**config.mk**
```make
export PLATFORM = sky130hd
export DESIGN_NAME = led_panel_receiver
export DESIGN_NICKNAME = d
export VERILOG_FILES = /design/src/rtl/led_panel_receiver.sv
export SDC_FILE = /design/constraint.sdc
export NUM_CORES = 1
export LEC_CHECK = 0
export ABC_AREA = 1
export CAP_MARGIN = 20
export CELL_PAD_IN_SITES_DETAIL_PLACEMENT = 1
export CELL_PAD_IN_SITES_GLOBAL_PLACEMENT = 1
export CORE_MARGIN = 4
export CORE_UTILIZATION = 30
export CTS_BUF_LIST = sky130_fd_sc_hd__clkbuf_4
export DETAILED_ROUTE_END_ITERATION = 8
export PLACE_DENSITY_LB_ADDON = 0.2
export SLEW_MARGIN = 20
export SYNTH_ARGS = -nofsm -noshare
export SYNTH_HDL_FRONTEND = slang
export SYNTH_SLANG_ARGS = --single-unit
```
**constraint.sdc**
```tcl
create_clock -name pll_clk -period 39 [get_ports pll_clk]
set_clock_uncertainty 0.2 [all_clocks]
set_input_delay 9.75 -clock pll_clk [delete_from_list [all_inputs] [get_ports pll_clk]]
set_output_delay 9.75 -clock pll_clk [all_outputs]
set_load 0.03 [all_outputs]
```
**src/rtl/led_panel_receiver.sv**
```systemverilog
// HUB75 panel-side receiver: oversamples the panel pins, rebuilds each shifted row and
// replays the two latched rows (top half, then bottom half) as a stream of pixel writes.
module led_panel_receiver #(
   parameter int WIDTH       = 64,
   parameter int ADDR_W      = 5,
   parameter int SYNC_STAGES = 2
) (
   input  logic                     pll_clk,
   input  logic                     reset,
   input  logic [2:0]               led_rgb0,
   input  logic [2:0]               led_rgb1,
   input  logic [ADDR_W-1:0]        led_addr,
   input  logic                     led_blank,
   input  logic                     led_latch,
   input  logic                     led_sclk,
   output logic                     pix_valid,
   input  logic                     pix_ready,
   output logic [$clog2(WIDTH)-1:0] pix_x,
   output logic [ADDR_W:0]          pix_y,
   output logic [2:0]               pix_rgb,
   output logic                     blanked,
   output logic                     col_err,
   output logic                     overrun,
   output logic                     frame_done
);

   // state | meaning
   // IDLE  | collecting columns, waiting for LATCH
   // EMIT  | replaying the held row pair as pixel writes

   localparam int XW = $clog2(WIDTH);
   localparam int CW = $clog2(WIDTH + 2);
   localparam int SW = ADDR_W + 9;
   localparam int DW = ADDR_W + 6;

   typedef enum logic {IDLE, EMIT} state_t;

   state_t                state;
   logic [SW-1:0]         pins;
   logic [SW-1:0]         syn;
   logic [SW-1:0]         sync_q [SYNC_STAGES];
   logic [DW-1:0]         stage_data;
   logic                  sclk_d;
   logic                  latch_d;
   logic                  sclk_rise;
   logic                  latch_rise;
   logic [WIDTH-1:0][5:0] sr;
   logic [WIDTH-1:0][5:0] sr_nx;
   logic [WIDTH-1:0][5:0] hold;
   logic [CW-1:0]         cnt;
   logic [CW-1:0]         cnt_nx;
   logic [XW-1:0]         x_inc;

   // {rgb1, rgb0, addr, blank, latch, sclk}: one chain so data and strobes stay aligned
   assign pins    = {led_rgb1, led_rgb0, led_addr, led_blank, led_latch, led_sclk};
   assign syn     = sync_q[SYNC_STAGES-1];
   assign blanked = syn[2];

   always_ff @(posedge pll_clk or posedge reset) begin
      if (reset) begin
         for (int i = 0; i < SYNC_STAGES; i++) sync_q[i] <= '0;
         stage_data <= '0;
         sclk_d     <= 1'b0;
         latch_d    <= 1'b0;
         sclk_rise  <= 1'b0;
         latch_rise <= 1'b0;
      end else begin
         sync_q[0] <= pins;
         for (int i = 1; i < SYNC_STAGES; i++) sync_q[i] <= sync_q[i-1];
         // stage_data lines up with the registered rise pulses
         stage_data <= syn[SW-1:3];
         sclk_d     <= syn[0];
         latch_d    <= syn[1];
         sclk_rise  <= syn[0] & ~sclk_d;
         latch_rise <= syn[1] & ~latch_d;
      end
   end

   // A latch in the same cycle as a shift must see the freshly shifted column
   always_comb begin
      sr_nx  = sr;
      cnt_nx = cnt;
      if (sclk_rise) begin
         sr_nx = {stage_data[DW-1 -: 6], sr[WIDTH-1:1]};
         if (cnt != CW'(WIDTH + 1)) cnt_nx = cnt + CW'(1);
      end
   end

   assign x_inc = pix_x + XW'(1);

   always_ff @(posedge pll_clk or posedge reset) begin
      if (reset) begin
         state      <= IDLE;
         sr         <= '0;
         hold       <= '0;
         cnt        <= '0;
         pix_valid  <= 1'b0;
         pix_x      <= '0;
         pix_y      <= '0;
         pix_rgb    <= '0;
         col_err    <= 1'b0;
         overrun    <= 1'b0;
         frame_done <= 1'b0;
      end else begin
         col_err    <= 1'b0;
         overrun    <= 1'b0;
         frame_done <= 1'b0;
         sr         <= sr_nx;
         cnt        <= cnt_nx;
         if (latch_rise) begin
            cnt <= '0;
            if (state == IDLE) begin
               hold      <= sr_nx;
               col_err   <= (cnt_nx != CW'(WIDTH));
               state     <= EMIT;
               pix_valid <= 1'b1;
               pix_x     <= '0;
               pix_y     <= {1'b0, stage_data[ADDR_W-1:0]};
               pix_rgb   <= sr_nx[0][2:0];
            end else begin
               overrun <= 1'b1;
            end
         end
         if (state == EMIT && pix_ready) begin
            if (pix_x == XW'(WIDTH - 1)) begin
               if (pix_y[ADDR_W]) begin
                  pix_valid  <= 1'b0;
                  state      <= IDLE;
                  frame_done <= &pix_y[ADDR_W-1:0];
               end else begin
                  pix_x         <= '0;
                  pix_y[ADDR_W] <= 1'b1;
                  pix_rgb       <= hold[0][5:3];
               end
            end else begin
               pix_x   <= x_inc;
               pix_rgb <= pix_y[ADDR_W] ? hold[x_inc][5:3] : hold[x_inc][2:0];
            end
         end
      end
   end

endmodule

```
==> run metrics, run 1 <==
outcome finished clean; number of buffers created by CTS 234; leakage power 19.9 nW; clock slew at reported path FFs 60 ps; pin count of the biggest net entering global routing 227; Clock Sinks 838; Setup crit end kind async pin; NumNets Final 4165; area leader, netlist dfrtp_1; met1 Resource Use GR 22.3%; routing usage on met3 3.42%; worst-margin pin slew 950 ps; antenna violations before repair 3; Tot GR Track Use between 10% and 20%; routed wire length 95700 um; critical path type in2async; switching share of total power 34.7%; Data required, critical path 39890 ps; Max Fclk 76.8 MHz; Die H 348 um; Synth warnings 0; relative slew slack a little under two fifths; first-pass GRT wire length 160000 um; fillers 13600; Finish-stage setup viols 0; grt met2 use roughly 26%; Seq pwr share 41.3%; most common cell in the netlist nand2_1; H-Tree Depth 4; FP Rows 124; worst hold path type reg2reg; Power Density between 50 and 60 nW/um2; Synth cell types 30; die span in x 348 um; Setup TNS Final 0 ps; drc violations 0; period utilisation layout 33.4%; combinational share of power 22.7%; cts hold-fix bufs 0; Most Crowded Layer GR met2; CTS tree yes; core box area 115000 um2; Starting Density a little under a third; port bufs 36; Synth Instances 4084; maximum root-to-sink buffer count 3; post-DR wirelength/cell 16.4 um; # Post-CTS Setup Buffers 0; Max FO, Critical Path 91; Finished Core Util 34.4%; MaxCap Viol Count 0; R2R setup slack between 30000 and 40000 ps; post-route ant nets 0; ys flop type dfrtp_1; synthesized flop and latch total 838; commonest cells in the netlist 1696 x nand2_1, 838 x dfrtp_1, 324 x o21ai_0; Pre-antenna DRT Iters 6; P_sw 0.790 mW; syn nets 4104; post-synthesis cell area about 35000 um2; post_cts resized 0; Clk pwr share 36.0%; Worst Path Arrival 13910 ps; Area contributors post-synth dfrtp_1 60%, nand2_1 18%, o21ai_0 4.7%, nand3_1 4.0%, inv_1 3.3%; Detailed Place HPWL ~52000 um; total gr overflow 0; max-slew violations 0; share of Yosys cell area claimed by the top area cell type between 60 and 70%; Die Footprint 121000 um2; Post-synth ARST share 100%; via count 27200; worst skew pair latency 1110 ps; Hold Vio Cnt, Final 0; Synth Area per Inst 8.52 um2; CP startpoint kind input pin; synth-to-layout area growth 13.5%; RSZ-0062 raised after global routing no; register area share after synthesis about three fifths; Root Buffer clkbuf_4; Max rail drop VDD 0.0587 mV; gp weighted congestion 0.717; I/O Pins 37; EDFF count, synth 0; fin crit period between 10000 and 15000 ps; layout cell share with drive strength beyond 1 10.0%; DRT iter0 DRCs 1352; total power 2.28 mW; vias in the first global route 29300; Vias per Instance around 4.6; Pint 1.49 mW
[power by group through the flow]
stage          Sequential [mW]  Clock, mW  Combinational (mW)
2_1_floorplan            0.957          0               0.305
4_1_cts                  0.942      0.860               0.536
5_1_grt                  0.947      0.910               0.577
6_report                 0.942      0.820               0.517
3_5_place_dp             0.958          0               0.534
3_3_place_gp             0.957          0               0.534
[final timing paths]
check                                 from        end  cells past startpoint
worst min-delay path            sync_q[23]     syn[9]                      0
worst max-delay path                 reset    latch_d                      6
max in group pll_clk              pix_x[2]   pix_x[2]                      1
worst min register to register  sync_q[23]     syn[9]                      0
worst max register to register  latch_rise   hold[67]                      7
min in group asynchronous            reset  hold[225]                      2
[area by class of cell]
cell class	count	area [um2]	area share, %
Timing Repair Buffer	79	746	1.89
Tap cell	1512	1890	4.79
Clock inverter	64	337	0.852
Sequential cell	838	21000	53.1
Inverter	312	1190	3.02
Multi-Input combinational cell	2680	11600	29.4
Antenna cell	6	15.0	0.0380
Clock buffer	363	2730	6.90
[per-layer routing]
metal / vias up / share of wire, %
met5: - / 0
met4: 0 / 2.1
li1: 13200 / -
met3: 175 / 3.5
met1: 13500 / 49
met2: 338 / 46
[metrics by stage]
step	instances	hold WS (ps)	setup slack [ps]	cell area, um2
3_3_place_gp	5421	132	24580	36400
5_1_grt	5854	148	25410	39500
4_1_cts	5848	143	25850	39500
3_5_place_dp	5421	136	24570	36400
2_1_floorplan	4084	131	5510	34800
6_report	5854	135	25980	39500
[cells in the final DEF, fill, tap and decap left out, types with 2 or more instances in the layout]
cell             netlist  routed
nand4_1                3       3
buf_12                 0       5
xor2_4                 1       2
clkdlybuf4s50_1        0      36
clkinv_1               0      49
diode_2                0       6
inv_1                307     306
xor2_1                 5       4
a21oi_1               44      44
o22ai_1                5       5
buf_4                  9      38
dfrtp_1              838     836
nand3_1              280     280
inv_8                  0       2
o211ai_1              70      70
o21ai_1                5       5
nor2_1               129     129
clkbuf_4               0     363
clkinv_2               0       3
inv_6                  0       2
a31oi_1              105     105
ha_1                   3       2
inv_2                  4       8
o21ai_0              324     324
xnor2_1                3       3
nand2_1             1696    1696
dfrtp_4                0       2
bufinv_16              0       3
[worst max-delay path: stages]
cell	delay [ps]
clkdlybuf4s50_1	490
inv_8	470
buf_4	700
buf_4	790
buf_4	710
buf_4	810
[state kept, by name, summed over array words and instances (netlist names), 3 cells and up]
register / flops
stage_data: 11
pix_rgb: 3
pix_x: 6
hold: 384
pix_y: 6
syn: 14
sr: 384
cnt: 7
sync_q: 14
[kinds of logic after synthesis]
family                   synth area share, %
AND/OR/NAND/NOR                         23.9
adder cells (fa/ha/maj)                0.108
XOR/XNOR                               0.327
buffers and inverters                   6.50
AO/OA/AOI/OAI                           8.91
flip-flops                              60.3
No activity file was read; power rests on OpenSTA's default activity.
==> run 2: changes to the inputs <==
==> constraint.sdc (replaced) <==
create_clock -name pll_clk -period 12.33 [get_ports pll_clk]
set_clock_uncertainty 0.2 [all_clocks]
set_input_delay 3.0825 -clock pll_clk [delete_from_list [all_inputs] [get_ports pll_clk]]
set_output_delay 3.0825 -clock pll_clk [all_outputs]
set_load 0.03 [all_outputs]
==> run 2 against run 1 <==
Via count fell by 0.60%. Power rose to 3.1 times the previous value. Design area decreased by 0.58%. Critical path depth decreased by 5. Flip-flop and latch count is the same. Largest power group unchanged.
==> run metrics, run 2 (synthesized netlist as in run 1, its figures left out) <==
outcome finished clean; reg2reg start pix_x[0]; drc violations 0 (unchanged); core box area 115000 um2 (unchanged); Vias per Instance 4.65 (about the same); period utilisation layout 47.4%; Max rail drop VDD 0.175 mV (+200%); capture point of the worst reg-to-reg path pix_rgb[2]; critical path type reg2out; worst-margin pin slew 1060 ps (+108 ps); Setup crit end kind primary output; Hold Vio Cnt, Final 0 (unchanged); cts hold-fix bufs 0 (unchanged); Finished Core Util 34.2% (-0.20 points); antenna violations before repair 2 (-1); Tot GR Track Use 15.7% (-0.58 points); post-place instance area 36400 um2 (about the same); vias in the first global route 29000 (-1.1%); FP Rows 124 (unchanged); die span in x 348 um (unchanged); commonest cells after routing, fill and taps aside 1696 x nand2_1, 836 x dfrtp_1, 342 x clkbuf_4, 324 x o21ai_0, 306 x inv_1; leakage power 19.8 nW (-0.74%); Worst Path Arrival 2560 ps (-11350 ps); Die Footprint 121000 um2 (unchanged); worst hold path type reg2reg; RSZ-0062 raised after global routing no; Pre-antenna DRT Iters 5 (-1); Starting Density 30.3% (unchanged); port bufs 36 (unchanged); CP top delay family buffers and inverters; NumNets Final 4157 (-0.19%); Finish-stage setup viols 0 (unchanged); crit path cell chain clkdlybuf4s50_1; Max FO, Critical Path 29 (-68%); worst skew pair latency 1060 ps (-50 ps); finished layout cell area 39300 um2 (-0.58%); CTS tree yes; clock slew at reported path FFs 60 ps (about the same); Max Fclk around 170 MHz; H-Tree Depth 4 (unchanged); R2R setup slack 7900 ps (-26500 ps); first-pass GRT wire length 155000 um (-3.0%); CP startpoint kind flip-flop; Die H 348 um (unchanged); post-route ant nets 0 (unchanged); CP max-delay cell clkdlybuf4s50_1; relative slew slack 29.5% (-7.2 points); hold_ws 141 ps (+6.12 ps); min-delay src sync_q[17]; maximum root-to-sink buffer count 3 (unchanged); pin count of the biggest net entering global routing 241 (+6.2%); Root Buffer clkbuf_4; synth-to-layout area growth 12.9%; Detailed Place HPWL 50300 um (-4.0%); Top Registers hold (384), sr (384); I/O Pins 37 (unchanged); MaxCap Viol Count 0 (unchanged); Power Density 179 nW/um2 (+210%); Critical Path Max Stage Delay 770 ps (-40 ps); via count 27100 (-0.60%); fin crit period 5840 ps; max-slew violations 0 (unchanged); Setup TNS Final 0 ps (unchanged); reg2reg path depth 14 (+7); routed wire length 92700 um (-3.2%); most common cell after layout, fill and taps aside nand2_1; Worst Path Buf+Inv 1 (-5); gp weighted congestion 0.696 (-2.9%); number of buffers created by CTS 229 (-2.1%); Data required, critical path 9050 ps (-30840 ps); CP Launch Point pix_x[0]; # Post-CTS Setup Buffers 0 (unchanged); DRT iter0 DRCs 1208 (-11%); final cell count without fillers 5815 (-0.67%); Clock Sinks 838 (unchanged); post_cts resized 0 (unchanged); layout cell share with drive strength beyond 1 9.39% (-0.64 points); placed cells 5418 (-0.055%); Crit path depth 1 (-5); total gr overflow 0 (unchanged); post-DR wirelength/cell 15.9 um (-2.5%); worst setup path endpoint pix_x[0]
[run 2: cell count changes in the layout (fill, tap and decap cells not counted), sizes merged]
cell,previous run,this run
clkinv,53,48
bufinv,3,2
inv,319,314
diode,6,1
buf,43,40
clkbuf,363,342
clkinvlp,1,2
[run 2: cell type report]
| cell class | instances | area (um2) |
|---|---|---|
| Tap cell | 1512 | 1890 |
| Inverter | 312 | 1190 |
| Antenna cell | 1 | 2.50 |
| Multi-Input combinational cell | 2680 | 11600 |
| Fill cell | 13600 | 75400 |
| Timing Repair Buffer | 76 | 761 |
| Clock buffer | 342 | 2570 |
| Sequential cell | 838 | 21000 |
| Clock inverter | 54 | 265 |
[run 2: worst min path at each step]
stage                         end  slack, ps  cells past startpoint
finish                     syn[3]        140                      0
global route               syn[0]        150                      0
CTS                        syn[3]        140                      0
detailed placement         syn[0]        140                      0
global placement           syn[6]        130                      0
floorplan           stage_data[0]        130                      0
[run 2: power breakdown]
part           leakage [nW]  internal [mW]  switching [mW]
clock                  1.69           1.29            1.17
combinational          6.57          0.433            1.15
sequential             11.5           2.89           0.103
[run 2: through the flow]
step           setup WS (ps)  power [mW]
2_1_floorplan          -2460        3.99
3_3_place_gp            5990        4.67
3_5_place_dp            6000        4.68
4_1_cts                 6270        7.22
5_1_grt                 6280        7.52
6_report                6490        7.04
[run 2: layer usage]
layer / GRT usage [%] / part of all wire [%]
met5: 0 / 0
met4: 5.26 / 2.1
met1: 21.1 / 49
met2: 25.8 / 46
met3: 2.87 / 3.2
